===== src/rtl/sync_up_counter.sv =====
// Synchronous modulo-MAX up counter with enable prescaler, parallel load,
// clear, combinational carry-out for cascading and a registered wrap pulse.
module sync_up_counter #(
  parameter int WIDTH = 4,
  parameter int MAX   = 2**WIDTH-1,
  parameter int DIV   = 1
) (
  input  logic             clk,
  input  logic             rst,
  input  logic             clr,
  input  logic             load,
  input  logic [WIDTH-1:0] loadVal,
  input  logic             en,
  output logic [WIDTH-1:0] qOut,
  output logic             tc,
  output logic             wrap
);

  localparam int             PW       = (DIV > 1) ? $clog2(DIV) : 1;
  localparam logic [WIDTH-1:0] MAX_V  = WIDTH'(MAX);
  localparam logic [PW-1:0]  PRE_LAST = PW'(DIV - 1);

  logic [WIDTH-1:0] cnt_q, cnt_d;
  logic [PW-1:0]    pre_q, pre_d;
  logic             wrap_q, wrap_d;
  logic             tick_s;
  logic             at_max_s;

  // Prescaler terminal detect and counter terminal detect
  always_comb begin
    tick_s   = en & (pre_q == PRE_LAST);
    at_max_s = (cnt_q == MAX_V);
  end

  // Next-state selection: clear, then load, then counting
  always_comb begin
    cnt_d  = cnt_q;
    pre_d  = pre_q;
    wrap_d = 1'b0;
    if (clr) begin
      cnt_d = '0;
      pre_d = '0;
    end else if (load) begin
      cnt_d = (loadVal > MAX_V) ? MAX_V : loadVal;
      pre_d = '0;
    end else if (tick_s) begin
      pre_d = '0;
      if (at_max_s) begin
        cnt_d  = '0;
        wrap_d = 1'b1;
      end else begin
        cnt_d = cnt_q + WIDTH'(1);
      end
    end else if (en) begin
      pre_d = pre_q + PW'(1);
    end else begin
      pre_d = pre_q;
    end
  end

  // State registers with synchronous active-low reset
  always_ff @(posedge clk) begin
    if (!rst) begin
      cnt_q  <= '0;
      pre_q  <= '0;
      wrap_q <= 1'b0;
    end else begin
      cnt_q  <= cnt_d;
      pre_q  <= pre_d;
      wrap_q <= wrap_d;
    end
  end

  // Carry-out is suppressed whenever a higher-priority event owns the edge
  always_comb begin
    tc = tick_s & at_max_s & rst & ~clr & ~load;
  end

  assign qOut = cnt_q;
  assign wrap = wrap_q;

endmodule

===== config.mk =====
export PLATFORM = sky130hd
export DESIGN_NAME = sync_up_counter
export DESIGN_NICKNAME = d
export VERILOG_FILES = /design/src/rtl/sync_up_counter.sv
export SDC_FILE = /design/constraint.sdc
export NUM_CORES = 1
export LEC_CHECK = 0
export CORE_AREA = 10 10 47 49
export CTS_BUF_LIST = sky130_fd_sc_hd__clkbuf_16
export DETAILED_ROUTE_END_ITERATION = 12
export DIE_AREA = 0 0 57 59
export PLACE_DENSITY = 0.56
export SKIP_CTS_REPAIR_TIMING = 1
export SLEW_MARGIN = 15
export SYNTH_ARGS = -nofsm -noshare
export SYNTH_HDL_FRONTEND = slang
export SYNTH_SLANG_ARGS = --single-unit

===== constraint.sdc =====
create_clock -name clk -period 1.1 [get_ports clk]
set_input_delay 0.22 -clock clk [delete_from_list [all_inputs] [get_ports clk]]
set_output_delay 0.22 -clock clk [all_outputs]
set_load 0.1 [all_outputs]

==> metrics.txt, run 1 <==
DR iter-0 viols=9; total gr overflow=0; total CTS buffers=3; Die Area=3363 µm²; Cell Area, Synth=306.5 µm²; residual DRC count=0; critical path data required time=0.88 ns; Avg Synthesized Cell Area=9.889 µm²; drt pass-1 iters=4; sequential area share after synthesis=0.3918; CP max FO=2; Leak=0.3609 nW; IO Port Bufs=14; violated checks=negative setup slack; fraction of layout cells with a size suffix above 1=0.5667; Util after Layout=0.5473; global-route wire length before repair=1.587 mm; Routed WL per cell=13.07 µm; RR Startpoint=qOut[0]; Root Buffer=clkbuf_16; slowest CP cell=dfxtp_4; power density over the cells=1300 nW/µm²; Layout Skew=0.0009464 ns; Nets=72; synth unique cells=20; CTS tree=built; critical path arrival=1.20 ns; Hold WC Path Type=input port to flop; final period utilization=1.295; Die Span X=57 µm; critical path's largest stage delay=0.35 ns; die height=59 µm; max_slew headroom=0.8177; final slew viol count=0; Max Freq=0.7020 GHz; vias in the first global route=365; startpoint types=flop; Clock Sinks=6; Worst-Skew Late Latency=0.23 ns; Fin. Hold Viols=0; row count=14; CORE AREA=1401 µm²; worst setup path start=qOut[1]; status=finished, violations left; Worst-Margin Slew=0.2731 ns; Starting Density=0.2187; hold path start=load; RSZ-0062 raised after global routing=true; CTS H-tree depth=1; crit-path cells=ha_4 -> nand3b_4 -> nor4_4 -> buf_12; largest net degree at the start of global routing=8; Post-Syn Nets=41; GRT Overall Usage=0.06269; RePlAce Congestion=0.6668; Final Setup Violations=4; hpwl dp=766.3 µm; Antenna Cells=0; Period minus WS final=1.425 ns; # IOs=15; CP top delay family=flip-flops; Synth Warn #=0; Critical Path End Type=output pin; Max-Cap Viols=0; routed vias=361; Seq cells post-synth=6; clock buffer depth=2; Cells after Synth=31; WS Path Type=flop to output pin; Final Cell Area=767.0 µm²; layout overhead on the synthesized area=150.2%; Max VDD drop=0.7565 mV; final WL=993 µm; Setup WS post-layout=-0.3245 ns; Post-DRT Antenna Nets=0; Via-to-Cell Ratio=4.750; CP bufs+invs=1; dpl cell area=661.9 µm²; fillcell total=121; Worst-path clk slew=0.03 ns; initial antenna violation count=0
==> path summary, 6_finish.rpt <==
check | depth (start not counted) | end | slack (ns)
hold / removal | 2 | pre_q | 0.37
setup / recovery | 4 | tc | -0.32
hold reg to reg | 2 | pre_q | 0.61
setup reg to reg | 5 | qOut[3] | -0.02
==> placed cells by master, fill, tap and decap left out, drive strengths merged <==
cell            n
a21oi           1
clkdlybuf4s50   4
nor3b           1
nor2            3
nand3b          1
nand2           2
a31oi           1
nand2b          2
and3            1
dlymetal6s2s    4
mux2i           1
clkbuf          3
a211oi          3
nand3           1
nor4            2
xor2            2
dfxtp           6
buf            18
o221ai          1
ha              1
inv             1
nor4b           1
==> cell families (layout without fill, tap and decap cells) <==
kind of cell	after synthesis	after routing	share of synthesized area
XOR/XNOR	2	2	0.05715
adder cells (fa/ha/maj)	1	1	0.04081
multiplexers	1	1	0.03265
AND/OR/NAND/NOR	14	14	0.3102
buffers and inverters	1	30	0.01223
flip-flops	6	6	0.3919
AO/OA/AOI/OAI	6	6	0.1551
==> synth_stat cells <==
cell type | number | area (µm²)
o221ai_1 | 1 | 8.760
nand2b_4 | 1 | 13.76
nor3b_2 | 1 | 12.51
nand3_1 | 1 | 5.000
xor2_1 | 2 | 17.52
nand2_1 | 2 | 7.510
mux2i_1 | 1 | 10.01
nor2_1 | 3 | 11.26
a211oi_1 | 2 | 15.01
dfxtp_1 | 6 | 120.1
and3_1 | 1 | 6.260
a31oi_1 | 1 | 6.260
a21oi_1 | 1 | 5.000
ha_1 | 1 | 12.51
a211oi_2 | 1 | 12.51
nor4_1 | 2 | 12.51
nand2b_1 | 1 | 6.260
nand3b_2 | 1 | 11.26
inv_1 | 1 | 3.750
nor4b_1 | 1 | 8.760
==> area by class of cell <==
| cell class | count | area (µm²) | share of cell area |
|---|---|---|---|
| well taps | 16 | 20.02 | 0.02610 |
| inverters | 1 | 3.754 | 0.004894 |
| repair buffers | 26 | 300.3 | 0.3915 |
| clock buffers | 3 | 75.07 | 0.09788 |
| multi-input cells | 24 | 231.5 | 0.3018 |
| flip-flops and latches | 6 | 136.4 | 0.1778 |
==> worst register-to-register path, stage by stage, from the launching register on <==
cell	delay [ns]
dfxtp_4	0.34
ha_4	0.16
buf_4	0.12
a21oi_1	0.11
o221ai_1	0.13
a31oi_1	0.16
==> per-layer routing <==
metal / track usage / part of all wire
met1: 0.05351 / 0.39
met2: 0.09767 / 0.46
met4: 0.05034 / 0.024
met5: 0 / 0
met3: 0.04721 / 0.12
==> power breakdown <==
part	internal (mW)	switching [mW]	total, mW
clock network	0.467	0.124	0.590
registers	0.221	0.00521	0.226
logic	0.0844	0.0966	0.181
total	0.771	0.226	0.997
==> metrics by stage <==
stage                     power, mW  TNS [ns]  worst slack, ns  hold slack (ns)  std cells
after CTS                     1.009   -0.8761          -0.5156           0.5638         75
final                        0.9971   -0.3645          -0.3245           0.3672         76
after global placement       0.4053    -2.202          -0.5036           0.6092         72
after floorplan              0.3116    -1.268           -1.065           0.2906         31
after global routing          1.034   -0.4807          -0.3555           0.4033         76
after detailed placement     0.4055    -2.174          -0.5165           0.6104         72
==> registers in the layout, summed over array words and instances, names as in the netlist <==
| name | flops |
|---|---|
| wrap | 1 |
| qOut | 4 |
| pre_q | 1 |
No activity file was read; power rests on OpenSTA's default activity.
==> run 2: changes to the inputs <==
--- a/config.mk
+++ b/config.mk
@@ -9,6 +9,7 @@
 export CTS_BUF_LIST = sky130_fd_sc_hd__clkbuf_16
 export DETAILED_ROUTE_END_ITERATION = 12
 export DIE_AREA = 0 0 57 59
+export MAX_ROUTING_LAYER = met4
 export PLACE_DENSITY = 0.56
 export SKIP_CTS_REPAIR_TIMING = 1
 export SLEW_MARGIN = 15
==> run 2 against run 1 <==
The flow still finishes with violations (negative setup slack). Sequential cell count stayed put. Register-to-register slack about the same. Combinational power about the same. Hold slack is the same. Clock-buffer cell count stayed put. Via count did not move. Clock power hardly changed. Cell area is the same. Cell count unchanged. Routed wire length decreased by 0.20%. Clock skew unchanged. First-iteration DRC count unchanged.
==> metrics.txt, run 2 (synthesis gave the netlist of run 1 again) <==
sum of negative setup slack=-0.3651 ns; Worst-path clk slew=0.03 ns; commonest non-fill, non-tap cells in the layout=buf_4 (12), buf_12 (6), dlymetal6s2s_1 (4), clkdlybuf4s50_1 (4), dfxtp_4 (4); CTS H-tree depth=1; critical path arrival=1.20 ns; status=finished, violations left; dpl cell area=661.9 µm²; CTS tree=built; startpoint types=flop; worst r2r path cells=5; violated checks=negative setup slack; Fin. Hold Viols=0; GRT Overall Usage=0.06444; worst reg2reg endpoint=qOut[3]; Nets=72; Final Cell Area=767.0 µm²; vias in the first global route=365; Max Freq=0.7020 GHz; total CTS buffers=3; Util after Layout=0.5473; max_slew headroom=0.8177; Post-DRT Antenna Nets=0; fillcell total=121; Critical Path End Type=output pin; Period minus WS final=1.425 ns; Layout Skew=0.0009464 ns; # IOs=15; number of flip-flops in the largest register=4; Worst-Margin Slew=0.2731 ns; final slew viol count=0; IO Port Bufs=14; largest net degree at the start of global routing=8; RR Startpoint=qOut[0]; Via-to-Cell Ratio=4.750; routed vias=361; commonest non-fill, non-tap cell in the layout=buf_4; WS Path Type=flop to output pin; Routed WL per cell=13.04 µm; final WL=991 µm; final period utilization=1.295; Die Span X=57 µm; Root Buffer=clkbuf_16; Hold WC Path Type=input port to flop; power density over the cells=1300 nW/µm²; critical path data required time=0.88 ns; hold path depth=2; Die Area=3363 µm²; RePlAce Congestion=0.6732; DR iter-0 viols=9; clock buffer depth=2; initial antenna violation count=0; Clock Sinks=6; hpwl dp=766.3 µm; fraction of layout cells with a size suffix above 1=0.5667; Min-Delay Endpoint=pre_q; Starting Density=0.2187; layout overhead on the synthesized area=150.2%; die height=59 µm; Antenna Cells=0; Worst-Skew Late Latency=0.23 ns; Leak=0.3609 nW; CORE AREA=1401 µm²; Final Setup Violations=4; drt pass-1 iters=4; Reg2Reg Setup Slack=-0.02 ns; total gr overflow=0; Setup WS post-layout=-0.3245 ns; row count=14; CP max FO=2; Max-Cap Viols=0; hold path start=load; global-route wire length before repair=1.587 mm; RSZ-0062 raised after global routing=true; residual DRC count=0; Max VDD drop=0.7565 mV
run 2: cell counts in the layout (fill, tap and decap cells not counted):
Identical to the previous run, type by type.
run 2: report_power, final:
| part | leakage (nW) | internal [mW] | switching [mW] |
|---|---|---|---|
| clock network | 0.0370 | 0.467 | 0.124 |
| registers | 0.0522 | 0.221 | 0.00521 |
| logic | 0.272 | 0.0844 | 0.0966 |
| total | 0.361 | 0.771 | 0.226 |
run 2: worst max path at each step:
stage                 start  endpoint  slack [ns]  cells past startpoint
finish              qOut[1]        tc       -0.32                      4
floorplan           qOut[1]        tc       -1.07                      3
detailed placement       en        tc       -0.52                      4
CTS                      en        tc       -0.52                      4
global route        qOut[1]        tc       -0.36                      4
global placement         en        tc       -0.50                      4
run 2: area by class of cell:
class | count | area [µm²] | share of cell area
tap | 16 | 20.02 | 0.02610
timing repair buffer | 26 | 300.3 | 0.3915
inverter | 1 | 3.754 | 0.004894
clock buffer | 3 | 75.07 | 0.09788
multi-input combinational | 24 | 231.5 | 0.3018
sequential | 6 | 136.4 | 0.1778
run 2: per-layer routing:
layer	up-vias	wire length (µm)	track usage
li1	178	-	-
met4	0	24	0.05034
met2	19	460	0.09767
met5	-	0	-
met3	3	111	0.04292
met1	161	395	0.05589
run 2: critical path: stages (launching register included):
cell and delay [ns]:
dfxtp_4 0.35, ha_4 0.14, nand3b_4 0.08, nor4_4 0.18, buf_12 0.21
run 2: metrics by stage:
step | hold slack (ns) | setup slack, ns | cells | power, mW
floorplan | 0.2906 | -1.065 | 31 | 0.3116
global placement | 0.6092 | -0.5036 | 72 | 0.4053
detailed placement | 0.6104 | -0.5165 | 72 | 0.4055
CTS | 0.5638 | -0.5156 | 75 | 1.009
global route | 0.4033 | -0.3555 | 76 | 1.033
finish | 0.3672 | -0.3245 | 76 | 0.9971
==> RTL change 1: new RTL, settings of run 2 <==
Set the parameter `WIDTH` to 3 (it was 4).
--- a/src/rtl/sync_up_counter.sv
+++ b/src/rtl/sync_up_counter.sv
@@ -3,3 +3,3 @@
 module sync_up_counter #(
-  parameter int WIDTH = 4,
+  parameter int WIDTH = 3,
   parameter int MAX   = 2**WIDTH-1,
Ports: changed (resized loadVal and qOut); port bits go from 15 to 13. The function was not compared with the original's and may differ.
==> RTL change 1 against run 2 <==
The run still ends with negative setup slack left; sequential cell count is 1 lower; non-clock buffer count is 2 higher; maximum frequency is 4.4% lower; design area is 1.5% higher; wire length is 5.7% higher; register-to-register slack worse by 0.25 ns; setup slack worse by 0.065 ns; area after synthesis is 9.4% lower; worst hold slack worse by 0.038 ns; first-iteration DRC count is 33% lower; total power is 2.1% lower; clock power is 1% lower; clock skew is 0.00084 ns higher; critical path type unchanged; largest power group unchanged.
==> RTL change 1: results (changes against run 2) <==
| Metric | Value |
|---|---|
| Tot GR Track Use | 6.07% (-0.37 points) |
| Final Net Count | 68 (-5.6%) |
| Non-Clock Buffer Count | 28 (+7.7%) |
| Post-Syn Nets | 36 (-12%) |
| Synth top cells by count | nor3_1 (6), dfxtp_1 (5), a211oi_2 (3) |
| Layout clock area frac | 10.1% (+0.34 points) |
| RD Place Congestion | 0.747 (+11%) |
| PortBufs | 12 (-2) |
| Setup TNS | -0.960 ns (-0.594 ns) |
| Internal power | 0.000757 W (-1.9%) |
| Setup violators final | 5 (+1) |
| Worst-Margin Slew | 0.224 ns (-0.0488 ns) |
| Inverters | 0 (-1) |
| Place WS | -0.489 ns (+0.0272 ns) |
| Failing checks | negative setup slack |
| Share of layout cells above drive strength 1 | 80.7% (+24 points) |
| Vias in the first global route | 329 (-9.9%) |
| Placed insts | 63 (-13%) |
| Wire length per cell | 14.3 microns (+10%) |
| Final worst slack | -0.390 ns (-0.0651 ns) |
| Post-synthesis cell type count | 14 (-30%) |
| Fillcell total | 124 (+2.5%) |
| Status | finished, violations left |
| Synth top area share | 36.0% (-3.1 points) |
| Layout Cells excl Fill | 73 (-3.9%) |
RTL change 1: cell count changes after synthesis, moves of 2 or more:
cell / run 2 / this run
a211oi_2: 1 / 3
a211oi_1: 2 / 0
nor2_1: 3 / 1
nor4_1: 2 / 0
xor2_1: 2 / 0
nor3_1: 0 / 6
RTL change 1: cell families after synthesis:
group,after synthesis,share of synthesized area [%]
AOI/OAI and AO/OA,5,18.0
and+or+nand+nor,12,29.3
adders and majority gates,2,9.01
buffers and inverters,1,4.05
DFF,5,36.0
muxes,1,3.60
RTL change 1: routing by layer:
metal / track usage (%) / up-vias / share of wire (%)
met3: 3.86 / 0 / 4.9
li1: - / 161 / -
met4: 2.01 / 0 / 0
met5: - / - / 0
met1: 4.37 / 151 / 34
met2: 11.8 / 7 / 61
RTL change 1: worst max-delay path, cell delays in order, from the launching register on:
cell     delay, ns
dfxtp_4       0.35
ha_4          0.14
ha_4          0.14
nand2_4       0.05
nor3_4        0.15
buf_12        0.20
==> RTL change 2: new RTL, settings of run 2 <==
Made on the original files. The output `wrap` loses its register stage (`wrap_q` becomes a continuous assignment).
--- a/src/rtl/sync_up_counter.sv
+++ b/src/rtl/sync_up_counter.sv
@@ -65,3 +65,2 @@
       pre_q  <= '0;
-      wrap_q <= 1'b0;
     end else begin
@@ -69,5 +68,6 @@
       pre_q  <= pre_d;
-      wrap_q <= wrap_d;
     end
   end
+
+  assign wrap_q = wrap_d;
 
Check against the original RTL: not equivalent (a bounded check fails within 4 cycles, from zero or initial values).
==> RTL change 2 against run 2 <==
Count of clock-buffer cells in the layout is the same; synthesized cell count shrank 3.2%; area after synthesis shrank 7.8%; setup slack lost 0.21 ns; total power shrank 2.8%; clock skew is essentially flat; sequential cell count shrank 1; largest cell class unchanged; critical path type unchanged; the run still ends with negative setup slack left; via count shrank 5.0%; clock power shrank 1%; sequential share of layout area shrank 3.0 points; die area is the same; design area grew 1.5%; wire length shrank 0.50%.
==> RTL change 2: results (changes against run 2) <==
| Metric | Value |
|---|---|
| Clock skew | 0.000728 ns (-0.000218 ns) |
| Status | finished, violations left |
| PortBufs | 14 (unchanged) |
| Place WS | -0.612 ns (-0.0960 ns) |
| Final worst slack | -0.539 ns (-0.215 ns) |
| Detailed Route Iter0 Violations | 2 (-7) |
| Max reg flops | 4 (unchanged) |
| Synth top cells by count | dfxtp_1 (5), nor2_1 (5), a211oi_1 (3), xor2_1 (3) |
| YS warnings | 0 (unchanged) |
| Via count | 343 (-5.0%) |
| Fillcell total | 137 (+13%) |
| Clk Latency, worst-skew pair | 0.23 ns (about the same) |
| Ranking of synthesized cells by area | dfxtp_1 (35%), nand2b_4 (9.7%), xor2_1 (9.3%) |
| Tot GR Track Use | 5.78% (-0.66 points) |
| Vias/cell | 4.40 (-7.4%) |
| Post-Syn Nets | 40 (-2.4%) |
| Leak | 0.318 nW (-12%) |
| Mapped Cells | 30 (-3.2%) |
| Bufs on Longest Clock Path | 2 (unchanged) |
| Vias in the first global route | 387 (+6.0%) |
| Failing checks | negative setup slack |
| Slew margin rel. | 86.3% (+4.5 points) |
| Placed insts | 71 (-1.4%) |
| Hold/Removal Path Class | primary input to flip-flop |
| Placed cell area | 638 sq um (-3.6%) |
| Final Net Count | 73 (+1.4%) |
| First-pass GRT wire length | 1500 microns (-5.2%) |
| Share of layout cells above drive strength 1 | 62.9% (+6.2 points) |
| Final WL | 986 microns (-0.50%) |
| # DRC | 0 (unchanged) |
| CTS Root Buffer Type | clkbuf_16 |
| CTS clk-pin slew, worst paths | 0.03 ns (about the same) |
| DR pass1 iterations | 3 (-1) |
| Setup TNS | -1.56 ns (-1.20 ns) |
| Dpl hpwl | 783 microns (+2.2%) |
| Setup violators final | 6 (+2) |
| Sequential share of the synthesized area | 35.4% (-3.8 points) |
| Post-synthesis cell type count | 16 (-20%) |
| Critical Path AT | 1.42 ns (+0.22 ns) |
| Worst vdd ir | 0.925 mV (+22%) |
| RD Place Congestion | 0.672 (-0.25%) |
==> RTL change 2: cell families after synthesis <==
kind of cell	synth area share, %
adder cells (fa/ha/maj)	4.42
AND/OR/NAND/NOR	33.6
multiplexers	3.54
XOR/XNOR	9.29
AO/OA/AOI/OAI	12.4
buffers and inverters	1.33
flip-flops	35.4
==> RTL change 2: worst paths after layout <==
kind                         from                    to  slack [ns]  depth (start not counted)
max          qOut[0]$_SDFFE_PP0P_                  wrap       -0.54                          5
min                            en    pre_q$_SDFFE_PP0P_        0.37                          3
max reg2reg    pre_q$_SDFFE_PP0P_  qOut[3]$_SDFFE_PP0P_       -0.15                          4
min reg2reg    pre_q$_SDFFE_PP0P_    pre_q$_SDFFE_PP0P_        0.59                          2
==> RTL change 2: critical path, stage by stage, from the launching register on <==
cell and delay, ns:
dfxtp_4 0.35, ha_4 0.13, nand3_2 0.06, or3_4 0.36
nor2_4 0.11, buf_12 0.18
==> RTL change 2: layout make-up <==
type                    count  area [sq um]  area share (%)
flip-flops and latches      5           115            14.8
well taps                  16          20.0            2.57
clock inverters             1          3.75           0.482
repair buffers             28           312            40.0
multi-input cells          24           245            31.5
inverters                   1          7.51           0.965
clock buffers               3          75.1            9.65
==> RTL change 2: where the power goes <==
group / total [W] / switching, W / internal, W / leakage [nW]
Combinational: 0.000197 / 0.000102 / 0.0000955 / 0.232
Sequential: 0.000190 / 0.00000570 / 0.000184 / 0.0437
Clock: 0.000582 / 0.000112 / 0.000470 / 0.0423
Total: 0.000969 / 0.000219 / 0.000750 / 0.318
==> RTL change 2: layer usage <==
layer	track usage (%)	routed length (microns)	share of wire, %
met5	-	0	0
met2	9.30	497	50
met1	5.48	387	39
met4	5.03	23	2.3
met3	1.93	77	7.8
